File: src/rtl/serial_adder_pkg.sv
// serial_adder_pkg: FSM state encodings and default operand width shared by the arithmetic blocks
package serial_adder_pkg;
  localparam int DEFAULT_WIDTH = 8;
  typedef enum logic [1:0] {
    ST_IDLE  = 2'd0,
    ST_SHIFT = 2'd1,
    ST_DONE  = 2'd2
  } state_e;
endpackage

File: src/rtl/serial_adder_full_adder_cell.sv
// full_adder_cell: combinational one-bit full adder (x, y, ci -> s, co)
module full_adder_cell (
  input  logic x,
  input  logic y,
  input  logic ci,
  output logic s,
  output logic co
);
  logic p;
  assign p  = x ^ y;
  assign s  = p ^ ci;
  assign co = (x & y) | (ci & p);
endmodule

File: src/rtl/serial_adder.sv
// serial_adder: bit-serial LSB-first adder (start/a/b/cin in; busy/done/sum/cout registered out)
module serial_adder
  import serial_adder_pkg::*;
#(
  parameter int WIDTH = DEFAULT_WIDTH
) (
  input  logic             clk,
  input  logic             rst,
  input  logic             start,
  input  logic [WIDTH-1:0] a,
  input  logic [WIDTH-1:0] b,
  input  logic             cin,
  output logic             busy,
  output logic             done,
  output logic [WIDTH-1:0] sum,
  output logic             cout
);
  localparam int CW = $clog2(WIDTH) + 1;
  localparam logic [CW-1:0] LAST = CW'(WIDTH - 1);
  state_e           state_q;
  logic [WIDTH-1:0] a_q, b_q, r_q, r_d, sum_q;
  logic [CW-1:0]    cnt_q;
  logic             c_q, bit_s, c_d, busy_q, done_q, cout_q;
  full_adder_cell u_fa (.x(a_q[0]), .y(b_q[0]), .ci(c_q), .s(bit_s), .co(c_d));
  assign r_d  = {bit_s, r_q[WIDTH-1:1]};
  assign busy = busy_q;
  assign done = done_q;
  assign sum  = sum_q;
  assign cout = cout_q;
  always_ff @(posedge clk) begin
    if (rst) begin
      state_q <= ST_IDLE;
      a_q     <= '0;
      b_q     <= '0;
      r_q     <= '0;
      c_q     <= 1'b0;
      cnt_q   <= '0;
      sum_q   <= '0;
      cout_q  <= 1'b0;
      busy_q  <= 1'b0;
      done_q  <= 1'b0;
    end else begin
      case (state_q)
        ST_IDLE, ST_DONE: begin
          done_q <= 1'b0;
          if (start) begin
            a_q     <= a;
            b_q     <= b;
            c_q     <= cin;
            cnt_q   <= '0;
            busy_q  <= 1'b1;
            state_q <= ST_SHIFT;
          end else begin
            state_q <= ST_IDLE;
          end
        end
        ST_SHIFT: begin
          a_q   <= a_q >> 1;
          b_q   <= b_q >> 1;
          c_q   <= c_d;
          r_q   <= r_d;
          cnt_q <= cnt_q + CW'(1);
          if (cnt_q == LAST) begin
            sum_q   <= r_d;
            cout_q  <= c_d;
            busy_q  <= 1'b0;
            done_q  <= 1'b1;
            state_q <= ST_DONE;
          end
        end
        default: begin
          busy_q  <= 1'b0;
          done_q  <= 1'b0;
          state_q <= ST_IDLE;
        end
      endcase
    end
  end
endmodule

File: config.mk
export PLATFORM = sky130hd
export DESIGN_NAME = serial_adder
export DESIGN_NICKNAME = d
export VERILOG_FILES = /design/src/rtl/serial_adder_pkg.sv /design/src/rtl/serial_adder_full_adder_cell.sv /design/src/rtl/serial_adder.sv
export SDC_FILE = /design/constraint.sdc
export NUM_CORES = 1
export LEC_CHECK = 0
export BUFFER_PORTS_ARGS = -buffer_cell sky130_fd_sc_hd__buf_2
export CAP_MARGIN = 40
export CORE_ASPECT_RATIO = 0.6
export CORE_MARGIN = 2
export CORE_UTILIZATION = 45
export CTS_CLUSTER_SIZE = 10
export DETAILED_ROUTE_END_ITERATION = 7
export PLACE_DENSITY = 0.67
export RECOVER_POWER = 100
export SETUP_SLACK_MARGIN = 0.2
export SYNTH_ARGS = -nofsm -noshare
export SYNTH_HDL_FRONTEND = slang
export SYNTH_SLANG_ARGS = --single-unit
File: constraint.sdc
create_clock -name clk -period 2.5 [get_ports clk]
set_input_delay 0.25 -clock clk [delete_from_list [all_inputs] [get_ports clk]]
set_output_delay 0.25 -clock clk [all_outputs]
set_load 0.005 [all_outputs]
==> qor.csv <==
stage;metric;value;unit
status;status;finished clean;
critical_path;Worst EP required;2730;ps
placement;post-DP HPWL;2420;µm
placement;Port Buf Inserts;30;
synthesis;Avg Inst Size Synth;9.175;µm²
drt;DR pass1 iterations;4;
clock_tree;post-CTS setup buffers;0;
power;Pleak;0.0007325;µW
global_routing;largest net degree at the start of global routing;33;
drt;Post-route DRC;0;
timing;Clock Skew;9.336;ps
drt;Vias/cell;5.313;
critical_path;worst-path fanout max;12;
synthesis;top cell type by total area after synthesis;dfxtp_1;
job;Max Cap Violations;0;
synthesis;Seq/Total Area, Yosys;48.09;%
power;Worst VDD drop;0.0003174;V
layout;post-layout util;53.59;%
timing;setup TNS;0;ps
critical_path;critical path endpoint category;flip-flop;
drt;final WL;3484;µm
layout;area grow syn2layout;14.88;%
timing;RSZ-0062 raised after global routing;false;
die;Initial Utilization;46.65;%
drt;antenna viol nets, final;0;
synthesis;syn_nets;208;
clock_tree;Clock Tree Buf Depth;2;
clock_tree;Clock Latency Late Sink;300;ps
min_path;Hold/Removal Path Class;input pin to flip-flop;
die;die area;4317;µm²
die;die width;83.51;µm
die;Die H;51.70;µm
placement;Setup WS pre-CTS;966.5;ps
global_routing;initial antenna violation count;0;
die;Cell Rows;17;
timing;Fmax;557.5;MHz
clock_tree;Clock H-tree levels;2;
synthesis;Post-synth EDFFs;0;
critical_path;CP Class;flip-flop to flip-flop;
global_routing;number of global-route vias before repair;1298;
global_routing;first-pass GRT wire length;5865;µm
timing;Worst slew margin;49.73;%
timing;fin crit period;1794;ps
layout;Final nets;233;
clock_tree;clk slew on worst S/H paths;80;ps
timing;final worst slack;706.3;ps
global_routing;GR Overflow Total;0;
critical_path;CP Data Arrival Time;2020;ps
power;pwr dens;688.6;nW/µm²
timing;fin. max-slew vios;0;
die;core area;3659;µm²
drt;via count of the routed design;1376;
synthesis;Syn Inst Count;186;
timing;Hold Vio Cnt, Final;0;
synthesis;Synth cell types;26;
layout;# diodes;0;
synthesis;mapped cell area;1707;µm²
clock_tree;post-CTS sizing;0;
clock_tree;Hold-fix buffers, CTS;0;
clock_tree;Num CTS Buffers;5;
placement;GPL Wtd Cong;0.6924;
clock_tree;clock net sink count;41;
synthesis;synth warn;0;
timing;# setup viols final;0;
clock_tree;TritonCTS clock tree;built;
timing;Worst-Margin Slew;752.4;ps
synthesis;top cell type's share of synthesized area;48.09;%
synthesis;top cells by area, synth;dfxtp_1, a21oi_1, nand2b_1, a22oi_1, nand3_1;
critical_path;crit start category;flip-flop;
clock_tree;clock root buffer;clkbuf_8;
synthesis;main flop type after synthesis;dfxtp_1;
synthesis;FF+latch count, synth;41;
global_routing;Global Route Usage Sum;17.29;%
timing;final period utilization;71.75;%
die;io pins;31;
power;Pwr Total;1350;µW
synthesis;fraction of registers with async set/reset;0;%
drt;Wirelength per Cell;13.45;µm
drt;initial drt markers;86;
layout;share of cells above drive strength 1;20.28;%
## through the flow
step                      hold slack (ps)  instances  instance area (µm²)
after floorplan                     386.0        186                 1707
after detailed placement            450.7        251                 1852
after global routing                205.7        259                 1961
after CTS                           192.2        259                 1967
final                               197.3        259                 1961
after global placement              445.7        251                 1852
## layout by cell type (no fill, tap or decap), types with 4 or more instances in the layout
| cell type | n |
|---|---|
| dfxtp_1 | 41 |
| buf_2 | 30 |
| a21oi_1 | 28 |
| nand2b_1 | 21 |
| nand3_1 | 19 |
| nand2_1 | 17 |
| a22oi_1 | 15 |
| mux2i_1 | 9 |
| clkbuf_8 | 5 |
| nor2_1 | 4 |
## worst max-delay path: stages, from the launching register on
cell	delay, ps
dfxtp_1	380
nor2b_1	630
and4b_4	490
mux2i_1	230
## synth_stat cells (3+ instances only)
| cell | instances |
|---|---|
| nand2_1 | 17 |
| dfxtp_1 | 41 |
| nor3_1 | 3 |
| nor2_1 | 4 |
| nand2b_1 | 21 |
| a21oi_1 | 28 |
| buf_2 | 8 |
| mux2i_1 | 9 |
| clkbuf_1 | 6 |
| nand3_1 | 19 |
| a22oi_1 | 15 |
## state kept, by name (all words and copies together), names as in the netlist
| register | flops |
|---|---|
| busy | 1 |
| cnt_q | 4 |
| state_q | 2 |
| done | 1 |
| b_q | 8 |
| c_q | 1 |
| sum | 8 |
| r_q | 7 |
| cout | 1 |
| a_q | 8 |
## worst paths after layout
| kind | slack, ps | startpoint | to | depth (start not counted) |
|---|---|---|---|---|
| max | 710 | state_q[0] | sum[0] | 3 |
| min | 200 | a[7] | a_q[7] | 3 |
| max reg2reg | 710 | state_q[0] | sum[0] | 3 |
| min reg2reg | 470 | r_q[1] | r_q[1] | 2 |
## report_power, final
group	internal [µW]	total (µW)	switching, µW
Combinational	48.9	122	73.5
Clock	299	534	235
Sequential	678	694	15.8
## per-layer routing
layer | up-vias | global-route usage, % | routed length [µm]
li1 | 701 | - | -
met1 | 653 | 21.53 | 1647
met3 | 3 | 4.603 | 110
met2 | 19 | 29.57 | 1701
met4 | 0 | 6.183 | 24
met5 | - | 0 | 0
## cell families after synthesis
family                   synth area share (%)
multiplexers                            6.598
buffers and inverters                   5.499
adder cells (fa/ha/maj)                 1.906
flip-flops                              48.09
AND/OR/NAND/NOR                         22.21
AO/OA/AOI/OAI                           15.69
## area by class of cell
cell class              instances  area (µm²)
multi-input cells             129       789.5
fillers                       343        1698
well taps                      47       58.81
clock buffers                   5       68.82
clock inverters                 3       46.29
flip-flops and latches         41       820.8
repair buffers                 34       176.4
(Power assumes the default switching activity.)
